File: config.mk
export PLATFORM = sky130hd
export DESIGN_NAME = vedic_mac_sequencer
export DESIGN_NICKNAME = d
export VERILOG_FILES = /design/src/rtl/vedic_mac_sequencer.sv
export SDC_FILE = /design/constraint.sdc
export NUM_CORES = 1
export LEC_CHECK = 0
export ABC_AREA = 0
export CORE_MARGIN = 1.5
export CORE_UTILIZATION = 45
export CTS_CLUSTER_SIZE = 25
export DETAILED_ROUTE_END_ITERATION = 10
export PLACE_DENSITY = 0.84
export SYNTH_ARGS = -nofsm -noshare
export SYNTH_HDL_FRONTEND = slang
export SYNTH_SLANG_ARGS = --single-unit
File: constraint.sdc
create_clock -name clk -period 4.66 [get_ports clk]
set_input_delay 1.398 -clock clk [delete_from_list [all_inputs] [get_ports clk]]
set_output_delay 1.398 -clock clk [all_outputs]
set_load 0.02 [all_outputs]
File: src/rtl/vedic_mac_sequencer.sv
// vedic_mac_sequencer
//   Runs a dot product over a stream of operand pairs. The multiply is done by an
//   external combinational Vedic multiplier: this block routes the accepted pair
//   to it (Mul_A/Mul_B) and takes the product back on Mul_P. Each product is first
//   registered in p_reg and added into the accumulator one cycle later, so the
//   multiplier and the adder never form one combinational path. After Vec_Len
//   pairs the sum is presented on a valid/ready output.
//
// Ports
//   clk, rst_n          clock (rising edge), asynchronous active-low reset
//   Start, Vec_Len      start a vector of Vec_Len pairs (sampled in IDLE only)
//   In_Valid, In_Ready  operand-pair handshake; In_1/In_2 are the operands
//   Mul_A, Mul_B        to the shared multiplier (zero outside RUN)
//   Mul_P               product from the shared multiplier
//   Out_Valid/Out_Ready result handshake; Result is the sum modulo 2^ACC_W
//   Overflow            sticky carry-out of the accumulator for this vector
//   Busy                high whenever the sequencer is not idle
module vedic_mac_sequencer #(
    parameter int DATA_W = 8,
    parameter int ACC_W  = 24,
    parameter int LEN_W  = 8
) (
    input  logic                  clk,
    input  logic                  rst_n,
    input  logic                  Start,
    input  logic [LEN_W-1:0]      Vec_Len,
    input  logic                  In_Valid,
    output logic                  In_Ready,
    input  logic [DATA_W-1:0]     In_1,
    input  logic [DATA_W-1:0]     In_2,
    output logic [DATA_W-1:0]     Mul_A,
    output logic [DATA_W-1:0]     Mul_B,
    input  logic [2*DATA_W-1:0]   Mul_P,
    output logic                  Out_Valid,
    input  logic                  Out_Ready,
    output logic [ACC_W-1:0]      Result,
    output logic                  Overflow,
    output logic                  Busy
);

    typedef enum logic [1:0] {
        IDLE  = 2'd0,
        RUN   = 2'd1,
        DRAIN = 2'd2,
        DONE  = 2'd3
    } state_t;

    state_t                state_reg, state_next;
    logic [ACC_W-1:0]      acc_reg, acc_next;
    logic                  ovf_reg, ovf_next;
    logic [LEN_W-1:0]      count_reg, count_next;
    logic [2*DATA_W-1:0]   p_reg, p_next;
    logic                  p_vld_reg, p_vld_next;

    logic                  accept;
    logic [ACC_W:0]        p_ext;
    logic [ACC_W:0]        sum;

    // Zero-extend the product by assignment rather than replication so that
    // ACC_W == 2*DATA_W (no padding bits) stays legal.
    always_comb begin
        p_ext                  = '0;
        p_ext[2*DATA_W-1:0]    = p_reg;
    end

    // One extra bit on the adder captures the carry-out for the sticky flag.
    assign sum    = {1'b0, acc_reg} + p_ext;
    assign accept = In_Valid && (state_reg == RUN);

    always_ff @(posedge clk or negedge rst_n) begin
        if (!rst_n) begin
            state_reg <= IDLE;
            acc_reg   <= '0;
            ovf_reg   <= 1'b0;
            count_reg <= '0;
            p_reg     <= '0;
            p_vld_reg <= 1'b0;
        end else begin
            state_reg <= state_next;
            acc_reg   <= acc_next;
            ovf_reg   <= ovf_next;
            count_reg <= count_next;
            p_reg     <= p_next;
            p_vld_reg <= p_vld_next;
        end
    end

    always_comb begin
        state_next = state_reg;
        acc_next   = acc_reg;
        ovf_next   = ovf_reg;
        count_next = count_reg;
        p_next     = p_reg;
        p_vld_next = p_vld_reg;

        // A pending product is folded in on every cycle it is valid. p_vld is
        // only ever set in RUN, so this covers RUN and the final add in DRAIN.
        if (p_vld_reg) begin
            acc_next = sum[ACC_W-1:0];
            ovf_next = ovf_reg | sum[ACC_W];
        end

        case (state_reg)
            IDLE: begin
                if (Start) begin
                    acc_next   = '0;
                    ovf_next   = 1'b0;
                    p_vld_next = 1'b0;
                    if (Vec_Len != '0) begin
                        count_next = Vec_Len;
                        state_next = RUN;
                    end else begin
                        state_next = DONE;
                    end
                end
            end
            RUN: begin
                if (accept) begin
                    p_next     = Mul_P;
                    p_vld_next = 1'b1;
                    count_next = count_reg - LEN_W'(1);
                    if (count_reg == LEN_W'(1)) begin
                        state_next = DRAIN;
                    end
                end else begin
                    // Bubble: nothing new to add next cycle.
                    p_vld_next = 1'b0;
                end
            end
            DRAIN: begin
                p_vld_next = 1'b0;
                state_next = DONE;
            end
            DONE: begin
                // Start here (including the handoff cycle) is deliberately ignored.
                if (Out_Ready) begin
                    state_next = IDLE;
                end
            end
            default: begin
                state_next = IDLE;
            end
        endcase
    end

    assign In_Ready  = (state_reg == RUN);
    assign Mul_A     = (state_reg == RUN) ? In_1 : '0;
    assign Mul_B     = (state_reg == RUN) ? In_2 : '0;
    assign Out_Valid = (state_reg == DONE);
    assign Busy      = (state_reg != IDLE);
    assign Result    = acc_reg;
    assign Overflow  = ovf_reg;

endmodule
== After elaboration in Yosys (flattened, before gate mapping) ==
Index checks and enable logic that the tools add are counted.
Storage, ports and cells
  flip-flop bits (word level): 52
  logic and storage cells: 49
Cells by class
  add/subtract/negate cells: 2
  eq/ne operators: 9
  mux-type cells: 21
  bitwise gates (word level): 1
  reductions and logical operators: 10
Operator list (count)
  24-bit 2-to-1 mux: 3
  8-bit 2-to-1 mux: 5
  24-bit by 16-bit adder with 25-bit output: 1
  8-bit case mux with 2 select lines: 1
  2-bit 2-to-1 mux: 5
  8-bit by 1-bit equality test with 1-bit output (second input constant): 1
  2-bit case mux with 4 select lines: 1
  4-bit AND reduction: 2
  8-bit nonzero test: 1
  8-bit by 1-bit subtractor with 8-bit output (second input constant): 1
  2-bit by 1-bit != test with 1-bit output (second input constant): 3
  1-bit 2-to-1 mux: 5
  2-bit equality test (second input constant): 2
  2-bit != test (second input constant): 2
  2-bit AND reduction: 2
  2-bit nonzero test: 2
  1-bit case mux with 3 select lines: 1
  3-bit nonzero test: 1
  2-bit by 1-bit equality test with 1-bit output (second input constant): 1
  2-bit zero test: 1
  1-bit logical AND: 1
  1-bit bitwise OR: 1

== Logic depth before layout (Yosys ltp) ==
  word-level depth: 5
  mapped depth: 9
  gate-level depth less buffers: 7

== Least setup slack after synthesis ==
OpenSTA, ideal clock, no wires.
  path type: input to output
  from: input port In_1[0]
  to: output port Mul_A[0]
  arrival: 1.614 ns
  required time: 3.262 ns
  setup slack: 1.648 ns
  stages: 1
  path buffers: 0
  path through: and2_1
Between the ends
  cells in the longest elaborated chain, start to end: 1
Ends and longest elaborated chain
  start: declaration: line 29  | input logic [DATA_W-1:0] In_1,
  8-bit 2-to-1 mux: line 147  | assign Mul_A = (state_reg == RUN) ? In_1 : '0;
  end: declaration: line 31  | output logic [DATA_W-1:0] Mul_A,
Every way passes these cells.

== Worst setup path after layout ==
  from: input port In_2[0]
  to: output port Mul_B[0]
Between the ends
  cells in the longest elaborated chain, start to end: 1
Ends and longest elaborated chain
  start: declaration: line 30  | input logic [DATA_W-1:0] In_2,
  8-bit 2-to-1 mux: line 148  | assign Mul_B = (state_reg == RUN) ? In_2 : '0;
  end: declaration: line 32  | output logic [DATA_W-1:0] Mul_B,
Every way passes these cells.

==> results.ini <==
[timing]
slew_headroom_pct=29.41
finalCritPeriodShare_pct=85.99
finalSetupViolCount=0
setup_tns_ns=0
skew_ns=0.007166
whs_ns=0.5219
worst_slew_pin_slew_ns=1.059
rsz0062_at_grt=false
hold_viol_final=0
fin_crit_ns=4.007
layout_setup_ws_ns=0.6530
slew_violations=0
timing.fmax_mhz=249.6

[synth]
synth-edff-count=0
synth_cells=396
syn_nets=464
synth_top_cell_by_area=dfrtp_1
dominantRegCellSynth=dfrtp_1
syn_avg_cell_area_um2=9.084
synthDominantCellAreaShare_pct=36.17
ys_seq_elements=52
ys_types=57
netlist_area_um2=3597
ys_seq_area_share_pct=36.17
synth_area_leaders=dfrtp_1 (36%), ha_1 (7.7%), mux2_2 (5.0%), nor2_1 (3.8%), and2_1 (3.7%)
synthArstFlopShare_pct=100.0
ys.warnings.count=0

[setup_path]
crit_fanout=1
timing.critical_path.mode_cell=clkdlybuf4s50_1
critPathSlowestCell=clkdlybuf4s50_1
crit_type=input port to output pin
cp-end-kind=output pin
slowest_delay_ns=0.61
path_cells=clkdlybuf4s50_1 > and2_1 > clkdlybuf4s50_1
arrival_ns=2.61
critPathTopFamily=buffers and inverters
setup.worst_path.start_class=input port
worst-path-buf-inv=2
crit_required_ns=3.26

[pwr]
combinationalPowerShare_pct=64.1
power.net_switching_uw=1522
power.density_nw_per_um2=696.9
p_sw_share_pct=46.83
power_frac_seq_pct=25.3
intPower_uw=1729
ir_drop_uv=329.2
power_frac_clock_pct=10.6
power_uw=3251
total_leakage_power_uw=0.001980

[routing]
drt-initial-drc-count=257
drt-total-wl_um=9456
viasPerCell=6.009
wl_per_cell_um=16.33
num_vias=3479
detail-route-antenna-nets=0
drc=0
dr.pass1.iters=7

[placed_design]
place_congestion=0.8509
place_ws_ns=0.6494
io_buffers=88
hpwl_um=6871
placedInstanceArea_um2=4538

[clocking]
clockRootBuffer=clkbuf_8
postCtsSetupBuffers=0
insertion_delay_ns=0.31
clk_transition_reported_paths_ns=0.10
cts_resized=0
cts_buffers=5
hold_buffers=0
clk_path_buf_depth=2
cts_num_sinks=52
cts_htree_levels=2
tritoncts=yes

[layout]
drive_above_1_share_pct=7.547
fin_area_um2=4664
multi_input_area_um2=2170
antenna_cells=0
final_cell_mix=clkdlybuf4s50_1 (87), dfrtp_1 (52), nor2_1 (36)
fillers=648
layout_commonest_cell=clkdlybuf4s50_1
fin_nets=544
seq_area_um2=1301
largest_reg_flops=24
area_delta_synth_final_pct=29.67

[floorplanning]
start_util_pct=46.55
core_um2=7727
die-area_um2=8539
die_h_um=92.41
io_pins=89
dieWidth_um=92.41
rows=32

[outcome]
status=finished clean

[global_route]
grt_max_degree=48
grt_pass1_wl_um=15830
antenna_found_initial=0
grt_overflow_total=0
grt_pass1_vias=3503
grt_usage_pct=22.81

[run]
maxCapViolations=0

[hold_path]
hold_path_class=register to register

==> power groups by stage <==
stage,registers [µW],logic [µW],clock network [µW]
floorplan,848,1420,0
global placement,817,1970,0
detailed placement,826,2040,0
CTS,819,2060,350
global route,853,2290,370
finish,823,2080,343
==> synthesized netlist by cell type (4+ instances only) <==
cell type and count:
a21oi_1 20, clkbuf_1 8, o21ai_0 21, a21o_1 11
o211ai_1 7, buf_2 4, nand2b_1 4, mux2i_1 8
o21a_1 7, dfrtp_1 52, nor3_1 12, inv_1 15
a31oi_1 6, nand4_1 9, nor2_1 36, and3_1 5
nor2b_1 4, nand2_1 25, a211oi_1 10, nor4_1 5
nand3_1 6, mux2_2 16, and2_1 21, or3_1 6
ha_1 22, a211o_1 6
==> logic make-up after synthesis <==
family,after synthesis,synth area share (%)
fa+ha+maj,23,8.209
simple gates,148,21.74
mux,24,7.235
buf+inv,31,3.513
compound gates,116,22.64
xor+xnor,2,0.4870
flops,52,36.17
==> path summary, 6_finish.rpt <==
| kind | startpoint | end | slack (ns) | cells after the start |
|---|---|---|---|---|
| min in group asynchronous | rst_n | count_reg[7]$_DFFE_PN0P_ | 1.28 | 1 |
| hold reg to reg | p_reg[0]$_DFFE_PN0P_ | p_reg[0]$_DFFE_PN0P_ | 0.52 | 1 |
| max in group asynchronous | rst_n | Result[17]$_DFF_PN0_ | 2.69 | 2 |
| setup / recovery | In_2[0] | Mul_B[0] | 0.65 | 3 |
| hold / removal | p_reg[0]$_DFFE_PN0P_ | p_reg[0]$_DFFE_PN0P_ | 0.52 | 1 |
| setup reg to reg | state_reg[1]$_DFFE_PN0P_ | count_reg[0]$_DFFE_PN0P_ | 1.81 | 7 |
==> per-layer routing <==
metal  part of all wire [%]  track usage (%)  up-vias  routed length [µm]
met5                      0                0        -                   0
met2                     48            38.30      155                4551
li1                       -                -     1640                   -
met3                    6.7            3.695       24                 631
met4                    2.6            10.38        0                 246
met1                     43            28.65     1660                4026
==> final cells by class <==
| class | instances | share of cell area (%) |
|---|---|---|
| timing repair buffer | 89 | 18.94 |
| inverter | 15 | 1.207 |
| clock inverter | 1 | 0.6438 |
| tap | 102 | 2.736 |
| multi-input combinational | 313 | 46.51 |
| sequential | 52 | 27.90 |
| clock buffer | 7 | 2.065 |
==> through the flow <==
| step | std cells | utilization [%] |
|---|---|---|
| finish | 579 | 60.36 |
| global route | 579 | 60.36 |
| CTS | 579 | 60.36 |
| detailed placement | 571 | 58.73 |
| global placement | 571 | 58.73 |
| floorplan | 396 | - |
(Power assumes the default switching activity.)
